**config.mk**
```make
export PLATFORM = sky130hd
export DESIGN_NAME = mem_arbiter
export DESIGN_NICKNAME = d
export VERILOG_FILES = /design/src/rtl/mem_arbiter_pkg.sv /design/src/rtl/mem_arbiter.sv
export SDC_FILE = /design/constraint.sdc
export NUM_CORES = 1
export LEC_CHECK = 0
export CAP_MARGIN = 10
export CORE_MARGIN = 2
export CORE_UTILIZATION = 21
export DETAILED_ROUTE_END_ITERATION = 10
export GPL_TIMING_DRIVEN = 0
export PLACE_DENSITY = 0.78
export SETUP_SLACK_MARGIN = 0.15
export SLEW_MARGIN = 15
export SYNTH_ARGS = -nofsm -noshare
export SYNTH_HDL_FRONTEND = slang
export SYNTH_SLANG_ARGS = --single-unit
```
**constraint.sdc**
```tcl
create_clock -name clk -period 1.2 [get_ports clk]
set_input_delay 0.24 -clock clk [delete_from_list [all_inputs] [get_ports clk]]
set_output_delay 0.24 -clock clk [all_outputs]
set_load 0.05 [all_outputs]
```
**src/rtl/mem_arbiter_pkg.sv**
```systemverilog
// Shared types and constants for the two-port memory arbiter.
package mem_arbiter_pkg;

  typedef enum logic [1:0] {
    IDLE        = 2'd0,
    SERVE_INSTR = 2'd1,
    SERVE_DATA  = 2'd2
  } MemArbState_t;

  localparam logic GRANT_INSTR = 1'b0;
  localparam logic GRANT_DATA  = 1'b1;

endpackage

```
**src/rtl/mem_arbiter.sv**
```systemverilog
// Round-robin 2:1 arbiter between instruction-fetch and data ports onto a
// single shared memory port; responder for both initiator ports.
module mem_arbiter
  import mem_arbiter_pkg::*;
(
  input  logic        clk,
  input  logic        reset,
  input  logic [19:1] instr_m_addr,
  output logic [15:0] instr_m_data_in,
  input  logic        instr_m_access,
  output logic        instr_m_ack,
  input  logic [19:1] data_m_addr,
  output logic [15:0] data_m_data_in,
  input  logic [15:0] data_m_data_out,
  input  logic        data_m_access,
  output logic        data_m_ack,
  input  logic        data_m_wr_en,
  input  logic [1:0]  data_m_bytesel,
  output logic [19:1] q_m_addr,
  input  logic [15:0] q_m_data_in,
  output logic [15:0] q_m_data_out,
  output logic        q_m_access,
  input  logic        q_m_ack,
  output logic        q_m_wr_en,
  output logic [1:0]  q_m_bytesel
);

  MemArbState_t state_q, state_d;
  logic         last_grant_q, last_grant_d;
  logic         instr_hold_q, instr_hold_d;
  logic         data_hold_q, data_hold_d;
  logic         instr_req, data_req;

  assign instr_m_data_in = q_m_data_in;
  assign data_m_data_in  = q_m_data_in;

  // A port's access is masked for the one IDLE cycle after its own ack, so a
  // request still high while the initiator retires cannot be granted again.
  assign instr_req = instr_m_access & ~instr_hold_q;
  assign data_req  = data_m_access & ~data_hold_q;

  always_comb begin
    state_d      = state_q;
    last_grant_d = last_grant_q;
    q_m_access   = 1'b0;
    q_m_addr     = '0;
    q_m_data_out = '0;
    q_m_wr_en    = 1'b0;
    q_m_bytesel  = '0;
    instr_m_ack  = 1'b0;
    data_m_ack   = 1'b0;

    unique case (state_q)
      IDLE: begin
        if (instr_req && data_req) begin
          if (last_grant_q == GRANT_INSTR) begin
            state_d      = SERVE_DATA;
            last_grant_d = GRANT_DATA;
          end else begin
            state_d      = SERVE_INSTR;
            last_grant_d = GRANT_INSTR;
          end
        end else if (instr_req) begin
          state_d      = SERVE_INSTR;
          last_grant_d = GRANT_INSTR;
        end else if (data_req) begin
          state_d      = SERVE_DATA;
          last_grant_d = GRANT_DATA;
        end
      end
      SERVE_INSTR: begin
        q_m_access  = 1'b1;
        q_m_addr    = instr_m_addr;
        q_m_bytesel = 2'b11;
        // Acks are suppressed while reset is asserted so an abandoned
        // transfer never completes towards the initiator.
        instr_m_ack = q_m_ack & ~reset;
        if (q_m_ack) state_d = IDLE;
      end
      SERVE_DATA: begin
        q_m_access   = 1'b1;
        q_m_addr     = data_m_addr;
        q_m_data_out = data_m_data_out;
        q_m_wr_en    = data_m_wr_en;
        q_m_bytesel  = data_m_bytesel;
        data_m_ack   = q_m_ack & ~reset;
        if (q_m_ack) state_d = IDLE;
      end
      default: state_d = IDLE;
    endcase

    instr_hold_d = instr_m_ack;
    data_hold_d  = data_m_ack;
  end

  always_ff @(posedge clk) begin
    if (reset) begin
      state_q      <= IDLE;
      last_grant_q <= GRANT_INSTR;
      instr_hold_q <= 1'b0;
      data_hold_q  <= 1'b0;
    end else begin
      state_q      <= state_d;
      last_grant_q <= last_grant_d;
      instr_hold_q <= instr_hold_d;
      data_hold_q  <= data_hold_d;
    end
  end

endmodule

```
# ---- Yosys cells after proc, flatten, opt, wreduce, memory -nomap -nowiden
# Index checks and enable logic that the tools add are counted.
dict set report totals {
  register_bits 5
  latch_bits 0
  mem_bits_rw 0
  mem_bits_ro 0
  inputBits 78
  out_inout_bits 73
  word_cells 37
  mem_count 0
}
dict set report classes {
  addsub 0
  mul 0
  n_div 0
  n_lt_le_gt_ge 0
  eq_ne 4
  shifts 0
  n_mux 17
  bitwise 6
  n_reduce_logical 6
}
# operator n
set ops {}
lappend ops {{19-bit case mux with 2 select lines} 1}
lappend ops {{16-bit two-way mux} 1}
lappend ops {{2-bit two-way mux} 5}
lappend ops {{1-bit two-way mux} 8}
lappend ops {{2-bit case mux with 2 select lines} 2}
lappend ops {{4-bit inequality test, second input constant} 1}
lappend ops {{2-bit AND reduction} 2}
lappend ops {{1-bit AND} 3}
lappend ops {{1-bit NOT} 3}
lappend ops {{3-bit nonzero test} 1}
lappend ops {{2-bit by 1-bit == test with 1-bit output, second input constant} 1}
lappend ops {{2-bit == test, second input constant} 1}
lappend ops {{2-bit logical NOT} 1}
lappend ops {{2-bit by 1-bit inequality test with 1-bit output, second input constant} 1}
lappend ops {{2-bit OR reduction} 1}
lappend ops {{1-bit logical AND} 1}

# ---- Depth between registers and ports, before layout
dict set report depth {
  ltp_word 6
  mapped_depth 5
  mapped_depth_nobuf 5
}

# ---- Least setup slack after synthesis
# Ideal clock, no wire load.
dict set report synth_path {
  path_type {register -> output}
  startpoint {reg state_q[1]}
  endpoint {out q_m_addr[10] (netlist bit)}
  arrival_time_ns 2.031
  t_required_ns 0.960
  slack_ns -1.071
  path_stages_with_launch 5
  n_path_buf 1
  path_cell_list {dfxtp_1 -> inv_1 -> ha_1 -> clkbuf_1 -> nor2b_1}
}
dict set report synth_between {
  elab_chain_cells 2
  word_cells_on_any_way 3
  cone_classes {eq/ne: 2; mux: 1}
}
# item line_no
set synth_rtl {}
lappend synth_rtl {{start: declaration} mem_arbiter.sv:28} ;# MemArbState_t state_q, state_d;
lappend synth_rtl {{start signal: assignment} mem_arbiter.sv:103} ;# state_q <= state_d;
lappend synth_rtl {{2-bit == test or 2-bit by 1-bit == test with 1-bit output (tied branches)} mem_arbiter.sv:53} ;# unique case (state_q)
lappend synth_rtl {{19-bit case mux with 2 select lines *} mem_arbiter.sv:53}
lappend synth_rtl {{end: declaration} mem_arbiter.sv:19} ;# output logic [19:1] q_m_addr,
# Every way passes the cells marked *; elsewhere a longest branch is shown, timed or not.

# ---- Worst setup path after layout
dict set report layout_path {
  startpoint {reg state_q[1]}
  endpoint {out q_m_bytesel[0]}
}
dict set report layout_between {
  elab_chain_cells 2
  word_cells_on_any_way 3
  cone_classes {eq/ne: 2; mux: 1}
}
# item line_no
set layout_rtl {}
lappend layout_rtl {{2-bit == test or 2-bit by 1-bit == test with 1-bit output (tied branches)} mem_arbiter.sv:53}
lappend layout_rtl {{2-bit case mux with 2 select lines *} mem_arbiter.sv:53}
lappend layout_rtl {{end: declaration} mem_arbiter.sv:25} ;# output logic [1:0] q_m_bytesel
# Marked as above.

==> metrics.cfg <==
[floorplanning]
die_y_um = 72.4
die_w_um = 72.4
io_pins = 151
coreArea_mm2 = 0.00444
die_area_mm2 = 0.00524
initial_core_util_pct = 22.1
std_cell_rows = 24

[clock_network]
cts_root_buf = clkbuf_8
path_clk_slew_ns = 0.04
cts_made_buffers = 3
holdBufCountCts = 0
clock_latency_ns = 0.22
cts.path.max_buffers = 2
clock-sinks = 5
cts_tree = built
htreeDepth = 1

[worst_setup_path]
path_delay_family = flip-flops
cp.required_ns = 0.96
cp.arrival_ns = 1.43
critPathLaunchType = register
slowest_delay_ns = 0.39
path_cells = inv_4, ha_4, buf_8, nor2b_4, buf_8
r2r_slack_ns = -0.36
worst-path-buf-inv = 3
path_common_cell = buf_8
crit_path_max_fanout = 6
critPathKind = register to primary output
worst_path_max_delay_cell = dfxtp_4
cp-end-kind = primary output

[synth]
ys_ff_latch = 5
syn-instance-count = 132
synthFlopType = dfxtp_1
synth_edf_count = 0
synth_area_um2 = 982
ys_warn_count = 0
synth_area_leader_cell = buf_4
ys_seq_area_share_pct = 10.2
synth_top_area_share_pct = 24.5
synth.most_common_cell = buf_4
synth_nets = 214
ys_types = 20
synth_common_cells = buf_4, nor2b_1, a22oi_1
syn_avg_cell_area_um2 = 7.44
async_flop_share_pct = 0
yosys-top-cells-area = buf_4, nor2b_1, a22oi_1, and2_1, dfxtp_1

[timing]
fin_skew_ns = 0.00409
setup_ws_ns = -0.472
setup_viol = 43
worst_slew_pin_slew_ns = 0.487
min_period_over_period_pct = 139
rsz0062_at_grt = yes
post-route-min-period_ns = 1.67
max_slew_margin_pct = 67.6
hold_viol_final = 0
slew_viol_final = 0
fmax_mhz = 598

[global_route]
grt_pass1_vias = 1501
gr-usage-all-layers_pct = 15.9
antenna_found_initial = 0
grt_pass1_wl_um = 6670
grt_overflow = 0
grt_max_degree = 11

[place]
gp_congestion = 0.699
place_ws_ns = -1.05
post-dp-hpwl_um = 3490
io_buffers = 134
placed_area_mm2 = 0.00264
post-place-cells = 318

[final_layout]
drive_gt1_share_pct = 65.2
layoutNonFillerInstCount = 334
final_nets = 365
synthToLayoutAreaGrowth_pct = 218
design_area_mm2 = 0.00312
nFillCells = 327
num_antenna_cells = 0

[status]
violations = negative setup slack
status = finished, violations left

[route]
wl_um = 4780
ant_nets = 0
num_vias = 1500
remaining_drc_errors = 0
wl_per_cell_um = 14.3
drtPass1Iterations = 4
vias_per_cell = 4.49
drt_iter0_drc = 26

[worst_hold_path]
hp-class = register to register

[power]
p_per_area_mw_per_mm2 = 893
leakage_nw = 1.30
peakVddDrop_mv = 0.343

[job]
drv_cap = 0

[layout by cell type (no fill, tap or decap)]
| master | instances |
|---|---|
| clkdlybuf4s50_1 | 59 |
| buf_4 | 38 |
| buf_8 | 33 |
| nor2b_4 | 23 |
| a22oi_2 | 19 |
| and2_4 | 18 |
| buf_6 | 18 |
| clkdlybuf4s15_1 | 18 |
| clkbuf_2 | 14 |
| ha_4 | 4 |
| nand4_1 | 3 |
| clkbuf_8 | 3 |
| dfxtp_1 | 3 |
| inv_4 | 2 |
| buf_12 | 2 |
| and3b_2 | 2 |
| nand2b_1 | 2 |
| a31oi_1 | 2 |
| and3b_1 | 2 |
| dlygate4sd2_1 | 2 |
| dfxtp_4 | 2 |
| a21oi_4 | 1 |
| a21oi_2 | 1 |
| inv_1 | 1 |
| nor2b_1 | 1 |
| o2111ai_1 | 1 |
| or2b_1 | 1 |
| nand2_2 | 1 |
| o21ai_1 | 1 |
| or3b_4 | 1 |
| a221oi_2 | 1 |
| nand2_1 | 1 |
| clkbuf_1 | 1 |
| clkbuf_16 | 1 |
[power breakdown]
group	internal, mW	switching, mW
Sequential	0.187	0.0251
Clock	0.228	0.0840
Combinational	1.16	1.10
Total	1.58	1.21
[path summary, 6_finish.rpt]
| check | start | to | cells after the start |
|---|---|---|---|
| worst min register to register | last_grant_q | last_grant_q | 2 |
| worst min-delay path | last_grant_q | last_grant_q | 2 |
| worst max register to register | state_q[1] | state_q[0] | 8 |
| worst max-delay path | state_q[1] | q_m_bytesel[0] | 5 |
[worst reg2reg max path: stages (launching register included)]
cell and delay (ns):
dfxtp_4 0.39, inv_4 0.06, ha_4 0.29, buf_4 0.14, buf_4 0.13, buf_4 0.13, nand2b_1 0.08, nand4_1 0.10
a31oi_1 0.17
[metal layers]
| layer | track usage, % | part of all wire [%] | vias up |
|---|---|---|---|
| li1 | - | - | 722 |
| met1 | 15.8 | 35 | 677 |
| met2 | 31.5 | 55 | 97 |
| met3 | 4.86 | 8.6 | 4 |
| met4 | 4.53 | 1.2 | 0 |
| met5 | 0 | 0 | - |
[cells by family after synthesis]
family,after synthesis,share of synthesized area [%]
buf+inv,42,28.8
fa+ha+maj,4,5.10
flops,5,10.2
compound gates,26,19.7
simple gates,55,36.2
[layout make-up]
| class | count | area, um^2 | share of cell area [%] |
|---|---|---|---|
| clock buffer | 4 | 45.0 | 1.44 |
| multi-input combinational | 85 | 982 | 31.5 |
| tap | 52 | 65.1 | 2.08 |
| inverter | 3 | 16.3 | 0.521 |
| sequential | 5 | 108 | 3.45 |
| buffer | 39 | 347 | 11.1 |
| timing repair buffer | 146 | 1560 | 50.0 |
[registers in the layout, summed over array words and instances, names as in the netlist]
register,count
state_q,2
data_hold_q,1
instr_hold_q,1
last_grant_q,1
[stage by stage]
step / hold slack [ns] / setup TNS (ns) / util (%) / total power, mW
after global placement: 0.481 / -43.78 / 59.4 / 2.02
final: 0.508 / -17.51 / 70.3 / 2.79
after floorplan: 0.302 / -8.81 / - / 1.47
after CTS: 0.502 / -17.13 / 68.9 / 2.67
after global routing: 0.543 / -18.93 / 70.3 / 2.91
after detailed placement: 0.496 / -44.02 / 59.4 / 2.04
[repair_timing]
action	in CTS	in global routing
buffers inserted	5	4
endpoints found under the setup margin	78	60
gates resized for setup	412	37
pin swaps	5	28
cloned	2	1
endpoints found under the hold margin	0	0
No activity file was read; power rests on OpenSTA's default activity.
